===== config.mk =====
export PLATFORM = sky130hd
export DESIGN_NAME = stoch_bit_accumulator
export DESIGN_NICKNAME = d
export VERILOG_FILES = /design/src/rtl/stoch_bit_accumulator.sv
export SDC_FILE = /design/constraint.sdc
export NUM_CORES = 1
export LEC_CHECK = 0
export CAP_MARGIN = 40
export CORE_UTILIZATION = 53
export DETAILED_ROUTE_END_ITERATION = 8
export PLACE_DENSITY_LB_ADDON = 0.08
export SYNTH_ARGS = -nofsm -noshare
export SYNTH_HDL_FRONTEND = slang
export SYNTH_SLANG_ARGS = --single-unit

===== constraint.sdc =====
create_clock -name clk -period 3.7 [get_ports clk]
set_clock_uncertainty 0.1 [all_clocks]
set_input_delay 0.74 -clock clk [delete_from_list [all_inputs] [get_ports clk]]
set_output_delay 0.74 -clock clk [all_outputs]
set_load 0.005 [all_outputs]

===== src/rtl/stoch_bit_accumulator.sv =====
// Counts the 1s of a qualified stochastic bitstream over a window of 2^n enabled
// samples and hands the total to a consumer through a valid/ready handshake.
module stoch_bit_accumulator #(
    parameter int n  = 7,
    parameter int n2 = 2**n
) (
    input  logic       clk,
    input  logic       rst,
    input  logic       start,
    input  logic       bit_in,
    input  logic       bit_en,
    input  logic       count_ready,
    output logic [n:0] count,
    output logic       count_valid,
    output logic       busy
);

    typedef enum logic [1:0] {
        IDLE  = 2'd0,
        ACCUM = 2'd1,
        HOLD  = 2'd2
    } state_t;

    state_t       state;
    state_t       state_nxt;
    logic [n-1:0] smp_cnt;
    logic         smp_last;
    logic         xfer;
    logic         win_clear;
    logic         win_step;
    logic         valid_nxt;
    logic         busy_nxt;

    // Window end is the terminal value of the n-bit sample counter.
    assign smp_last  = (smp_cnt == n'(n2 - 1));
    assign xfer      = (state == HOLD) && count_ready;
    assign win_clear = ((state == IDLE) && start) || (xfer && start);
    assign win_step  = (state == ACCUM) && bit_en;

    always_ff @(posedge clk) begin
        if (rst) state <= IDLE;
        else     state <= state_nxt;
    end

    always_comb begin
        state_nxt = state;
        case (state)
            IDLE:    if (start) state_nxt = ACCUM;
            ACCUM:   if (bit_en && smp_last) state_nxt = HOLD;
            HOLD:    if (count_ready) state_nxt = start ? ACCUM : IDLE;
            default: state_nxt = IDLE;
        endcase
    end

    // Flags are registered alongside the state so they carry no input-to-output path.
    always_comb begin
        valid_nxt = (state_nxt == HOLD);
        busy_nxt  = (state_nxt != IDLE);
    end

    always_ff @(posedge clk) begin
        if (rst) begin
            count_valid <= 1'b0;
            busy        <= 1'b0;
        end else begin
            count_valid <= valid_nxt;
            busy        <= busy_nxt;
        end
    end

    always_ff @(posedge clk) begin
        if (rst) begin
            count   <= '0;
            smp_cnt <= '0;
        end else if (win_clear) begin
            count   <= '0;
            smp_cnt <= '0;
        end else if (win_step) begin
            count   <= count + {{n{1'b0}}, bit_in};
            smp_cnt <= smp_cnt + n'(1);
        end
    end

endmodule


## Word level (Yosys, flattened, before mapping)

Index checks and enable logic that the tools add are counted.

- Register bits after elaboration: 19
- Input port bits: 6
- Output and inout port bits: 10
- Logic and storage cells: 25

- Add/sub/neg operators: 2
- Equality and inequality tests: 4
- Multiplexer cells: 5
- Reductions and logical operators: 9

Operator list:

| cell | count |
|---|---|
| 8-bit by 1-bit adder with 8-bit output | 1 |
| 7-bit by 1-bit adder with 7-bit output, second input constant | 1 |
| 7-bit == test, second input constant | 1 |
| 2-bit two-way mux | 3 |
| 2-bit case mux with 3 select lines | 1 |
| 1-bit logical AND | 5 |
| 2-bit == test, second input constant | 2 |
| 2-bit by 1-bit == test with 1-bit output, second input constant | 1 |
| 2-bit logical NOT | 1 |
| 2-bit nonzero test | 1 |
| 2-bit OR reduction | 1 |
| 1-bit logical OR | 1 |
| 1-bit two-way mux | 1 |

## Longest topological paths before layout

Gate-level depths: netlist of run 1.

- Depth after elaboration: 5
- Mapped depth: 5

## Least setup slack after synthesis of run 1

Ideal clock, no wire load.

- Path kind: input -> register
- Start: in bit_in
- End: reg count[6]
- Setup time: 0.070 ns
- Data arrival time: 1.676 ns
- Required time: 3.530 ns
- Path slack: 1.854 ns
- Stages: 5
- Buffers on the path: 0
- Cell sequence: ha_1 -> ha_1 -> nand4b_1 -> or3_1 -> a21oi_1

- Longest elaborated chain between the ends: 1

Ends and longest elaborated chain:

| what | RTL line | text |
|---|---|---|
| start: declaration | 10 | `input logic bit_in,` |
| 8-bit by 1-bit adder with 8-bit output | 79 | `count <= count + {{n{1'b0}}, bit_in};` |
| end signal: assignment | 79 |  |
| end: declaration | 13 | `output logic [n:0] count,` |

No other way between the ends.
A chain may end at the register's enable or synchronous reset.

## Worst setup path after layout of run 1

- Start: in bit_in
- End: reg count[5]

Same word-level chain as after synthesis.

==> impl_metrics.csv, run 1 <==
group,metric,value,unit
yosys,syn_avg_cell_area,9.301,sq um
critical_path,cpMaxStageDelayCell,"or4_1",
critical_path,critPathKind,"in -> reg",
placed_design,port_buffers,15,
yosys,synth-seq-cells,19,
global_routing,overflow,0,
critical_path,cp.required,3830,ps
critical_path,cp_cell_sequence,"clkdlybuf4s50_1, ha_1, nand4_1, or4_1, a21oi_1",
sta,setup_slack,1546,ps
sta,timing.final.hold_violations,0,
drt,drt_iter0_markers,18,
layout,fillers,113,
floorplanning,die_width,41.74,um
yosys,synth_ff_type,"dfxtp_1",
sta,max_freq,464.3,MHz
drt,wire_per_inst,13.59,um
hold_path,hold_path_class,"reg -> reg",
yosys,netlist_area,837.1,sq um
floorplanning,fp-row-count,13,
yosys,ys_seq_area_frac,0.4544,
sta,tightestPinTransition,318.8,ps
drt,drt_wl_total,1.671,mm
cts,cts_tree,"built",
yosys,synth_cells,90,
layout,layout.cells.non_filler,123,
critical_path,arrival,2290,ps
sta,finalSetupViolations,0,
status,status,"completed",
global_routing,grt_pass1_vias,660,
power,total_power,0.3469,mW
critical_path,end_kind,"flop",
sta,finalCritPeriodShare,0.5821,
sta,max_slew_margin,0.7870,
global_routing,antenna_found_initial,0,
yosys,synth_edf_count,0,
floorplanning,die_h,41.74,um
layout,nNetsFinal,118,
drt,routed_via_density,6.154,
layout,final_area,1030,sq um
sta,tns,0,ps
cts,numCtsBuffers,3,
cts,cts_resized,0,
power,p_leak,0.3540,nW
run,drv_cap,0,
sta,rsz0062_at_grt,"no",
drt,vias,757,
cts,h-tree-depth,1,
drt,postRouteAntennaNets,0,
layout,antennaDiodeCount,0,
drt,first_pass_iters,5,
global_routing,grt_pass1_wl,2.739,mm
yosys,synth_top_area_cell,"dfxtp_1",
yosys,synth_top_area_frac,0.4544,
drt,drcViolationCount,0,
power,power_density,336.8,nW/um^2
placed_design,gp_congestion,0.7587,
placed_design,dpl-instance-area,1003,sq um
global_routing,grt_max_degree,16,
critical_path,critPathLaunchType,"input port",
cts,clockBufferDepth,2,
floorplanning,start_util,0.6054,
cts,cts-root-buf,"clkbuf_4",
yosys,synth_area_leaders,"dfxtp_1 45%, a21oi_1 6.0%, ha_1 4.5%",
critical_path,crit_buf_inv,1,
power,ir_worst_vdd,0.0002028,V
global_routing,grt_usage,0.2081,
floorplanning,ios,16,
sta,finalCriticalPeriod,2154,ps
cts,postCtsSetupBuffers,0,
yosys,synth-warning-count,0,
placed_design,dp_slack,1241,ps
yosys,async_flop_share,0,
cts,clk_latency,300,ps
sta,whs,389.2,ps
cts,clock_sinks,19,
sta,drv_slew,0,
layout,syn_to_final_growth,23.02,%
yosys,synthesis.nets,99,
floorplanning,core,1383,sq um
yosys,synthDistinctLibCells,23,
critical_path,cpPeakStageDelay,540,ps
placed_design,dpl.hpwl,1.211,mm
layout,final_util,0.7448,
cts,cts.hold.buffers_added,0,
placed_design,dp.cells,119,
cts,clkTransAtPathRegs,100,ps
critical_path,cp_max_fo,6,
layout,drive_gt1_frac,0.05556,
floorplanning,dieArea,1742,sq um
critical_path,path_delay_family,"simple AND/OR/NAND/NOR gates",
==> synth_stat cells, types with 3 or more instances <==
master   instances
nand4_1          4
o31ai_1          5
dfxtp_1         19
o21ai_0          5
a21oi_1         10
nor2_1           8
ha_1             3
or4_1            4
mux2i_1          3
or3_1            6
nand2_1          4
==> routing by layer <==
metal	routed length, um	global-route usage
met3	68	0.05652
met5	0	0
met2	790	0.3313
met4	44	0.1290
met1	767	0.2459
==> power by group <==
part           switching [mW]  internal [mW]
clock network          0.0627         0.0421
logic                  0.0154         0.0150
registers             0.00384          0.208
total                  0.0819          0.265
==> worst paths after layout <==
check	startpoint	endpoint	slack, ps	depth (start not counted)
setup / recovery	bit_in	count[5]$_SDFFE_PP0P_	1550	5
hold / removal	count[7]$_SDFFE_PP0P_	count[7]$_SDFFE_PP0P_	390	2
setup reg to reg	count[0]$_SDFFE_PP0P_	count[5]$_SDFFE_PP0P_	2060	4
hold reg to reg	count[7]$_SDFFE_PP0P_	count[7]$_SDFFE_PP0P_	390	2
==> worst min-delay path: cells and delay by family, from the launching register on <==
kind,cells,cell delay [ps]
compound gates,2,110
flops,1,330
==> placed cells by master, fill, tap and decap left out <==
cell              n
clkbuf_1          1
xor2_1            1
buf_4             1
xnor2_1           2
a21oi_1          10
nor2_1            8
dfxtp_1          19
a22o_1            2
nor2b_1           2
clkbuf_4          3
mux2i_1           3
o31ai_1           5
nand2b_2          1
clkdlybuf4s50_1  15
nand3b_2          1
o21ai_0           5
nand4b_1          2
or4_1             4
nand3_1           2
ha_1              3
nand2_1           4
nand2b_1          1
inv_1             1
o21bai_1          2
or3_1             6
nand4_1           4
==> final cells by class <==
| class | count | area, sq um | area share |
|---|---|---|---|
| clock buffers | 4 | 26.28 | 0.02552 |
| inverters | 1 | 3.754 | 0.003645 |
| multi-input cells | 68 | 442.9 | 0.4301 |
| flip-flops and latches | 19 | 380.4 | 0.3694 |
| well taps | 15 | 18.77 | 0.01823 |
| repair buffers | 16 | 157.7 | 0.1531 |
==> kinds of logic (layout without fill, tap and decap cells) <==
group | count (synthesis) | count (layout) | synth area share
muxes | 3 | 3 | 0.03588
AOI/OAI and AO/OA | 24 | 24 | 0.1734
and+or+nand+nor | 35 | 35 | 0.2437
buffers and inverters | 3 | 21 | 0.01644
DFF | 19 | 19 | 0.4544
adders and majority gates | 3 | 3 | 0.04485
xor gates and xnor gates | 3 | 3 | 0.03140
==> registers in the layout (all words and copies together), names as in the netlist <==
signal	flops
busy	1
count	8
count_valid	1
smp_cnt	7
state	2
Note: power is estimated with default switching activity, not from simulation.
==> inputs of run 2 (changes only) <==
Settings changed: CORE_UTILIZATION 53 to 44.
Clock period 3.7 ns to 1.8 ns, I/O delays scaled along.
==> impl_metrics.csv, run 2 (same netlist as run 1, synthesis figures left out) <==
group,metric,value,unit
power,ir_worst_vdd,0.0004656,V
layout,reg_top3,"count: 8 flops, smp_cnt: 7 flops, state: 2 flops",
sta,finalCritPeriodShare,0.9764,
layout,antennaDiodeCount,0,
layout,final_util,0.6194,
power,p_leak,0.3763,nW
sta,rsz0062_at_grt,"no",
layout,fillers,156,
layout,syn_to_final_growth,29.15,%
layout,top_register,"count",
global_routing,grt_max_degree,16,
drt,routed_via_density,5.355,
global_routing,overflow,0,
drt,met1_length,813,um
drt,wire_per_inst,12.07,um
drt,drcViolationCount,0,
floorplanning,core,1745,sq um
placed_design,gp_congestion,0.6984,
drt,maxUsedRoutingLayer,"met4",
sta,max_freq,569.0,MHz
drt,wl_met3,54,um
layout,final_common_cell,"dfxtp_1",
drt,vias,739,
layout,largest_reg_flops,8,
floorplanning,die_width,45.62,um
critical_path,arrival,1880,ps
cts,clkTransAtPathRegs,100,ps
global_routing,grt_pass1_vias,624,
critical_path,cp_max_fo,6,
drt,first_pass_iters,3,
floorplanning,start_util,0.4796,
critical_path,critPathLaunchType,"input port",
drt,drt_wl_total,1.666,mm
layout,nNetsFinal,123,
critical_path,cp.required,1930,ps
global_routing,grt_pass1_wl,2.635,mm
layout,drive_gt1_frac,0.1062,
sta,drv_slew,0,
layout,final_cell_mix,"18 x dfxtp_1, 15 x clkdlybuf4s50_1, 10 x a21oi_1, 8 x nor2_1",
layout,layout.cells.non_filler,138,
layout,multi_input_area,442.9,sq um
floorplanning,die_h,45.62,um
drt,postRouteAntennaNets,0,
floorplanning,fp-row-count,15,
placed_design,dp.cells,134,
sta,timing.final.hold_violations,0,
hold_path,hold_path_class,"reg -> reg",
power,power_density,658.1,nW/um^2
layout,seqCellArea,381.6,sq um
cts,clock_sinks,19,
cts,clockBufferDepth,2,
global_routing,antenna_found_initial,0,
cts,cts_tree,"built",
sta,max_slew_margin,0.7954,
cts,numCtsBuffers,3,
cts,clk_latency,280,ps
drt,drt_iter0_markers,7,
drt,wl_met2,786,um
cts,cts.hold.buffers_added,0,
critical_path,end_kind,"flop",
status,status,"completed",
floorplanning,dieArea,2081,sq um
placed_design,dpl.hpwl,1.212,mm
floorplanning,ios,16,
placed_design,port_buffers,15,
run,drv_cap,0,
cts,h-tree-depth,1,
sta,tns,0,ps
global_routing,grt_usage,0.1769,
sta,tightestPinTransition,306.8,ps
cts,cts-root-buf,"clkbuf_4",
sta,finalCriticalPeriod,1757,ps
sta,finalSetupViolations,0,
critical_path,critPathKind,"in -> reg",
[run 2: cell count changes in the layout (fill, tap and decap cells not counted), sizes merged]
cell	previous run	this run
buf	1	6
[run 2: final cells by class]
type / instances / area share
multi-input cells: 68 / 0.4097
inverters: 1 / 0.003472
repair buffers: 21 / 0.1806
clock buffers: 4 / 0.02431
flip-flops and latches: 19 / 0.3530
well taps: 25 / 0.02894
[run 2: critical path, cell delays in order]
cell and delay (ps):
clkdlybuf4s50_1 460, ha_1 170, nand4_1 220, or4_1 520, a21oi_1 140
[run 2: final timing paths]
path / slack [ps] / end / start / depth (start not counted)
setup / recovery: 40 / count[7]$_SDFFE_PP0P_ / bit_in / 5
hold / removal: 390 / count[7]$_SDFFE_PP0P_ / count[7]$_SDFFE_PP0P_ / 2
setup reg to reg: 210 / count[7]$_SDFFE_PP0P_ / count[0]$_SDFFE_PP0P_ / 4
hold reg to reg: 390 / count[7]$_SDFFE_PP0P_ / count[7]$_SDFFE_PP0P_ / 2
[run 2: metrics by stage]
stage | hold WS, ps | setup slack [ps] | area [sq um] | total power [mW]
2_1_floorplan | 329.1 | 329.8 | 837.1 | 0.4786
3_3_place_gp | 364.0 | -175.6 | 1054 | 0.5122
3_5_place_dp | 376.9 | -244.1 | 1054 | 0.5134
4_1_cts | 388.9 | 51.35 | 1080 | 0.7243
5_1_grt | 413.0 | 6.348 | 1081 | 0.7514
6_report | 390.0 | 42.54 | 1081 | 0.7114
[run 2: layer usage]
layer,global-route usage,vias to the layer above
met4,0.09091,0
li1,-,384
met2,0.2743,11
met1,0.2377,342
met5,0,-
met3,0.02381,2
[run 2: timing repair]
| item | CTS | global route |
|---|---|---|
| endpoints found under the hold margin | 0 | 0 |
| endpoints found under the setup margin | 0 | 1 |
| setup buffers | 0 | 0 |
| resized for setup | 0 | 1 |
[run 2: report_power, final]
group / switching [mW] / internal (mW) / leakage, nW
sequential: 0.00743 / 0.427 / 0.154
combinational: 0.0330 / 0.0357 / 0.207
clock: 0.122 / 0.0860 / 0.0150
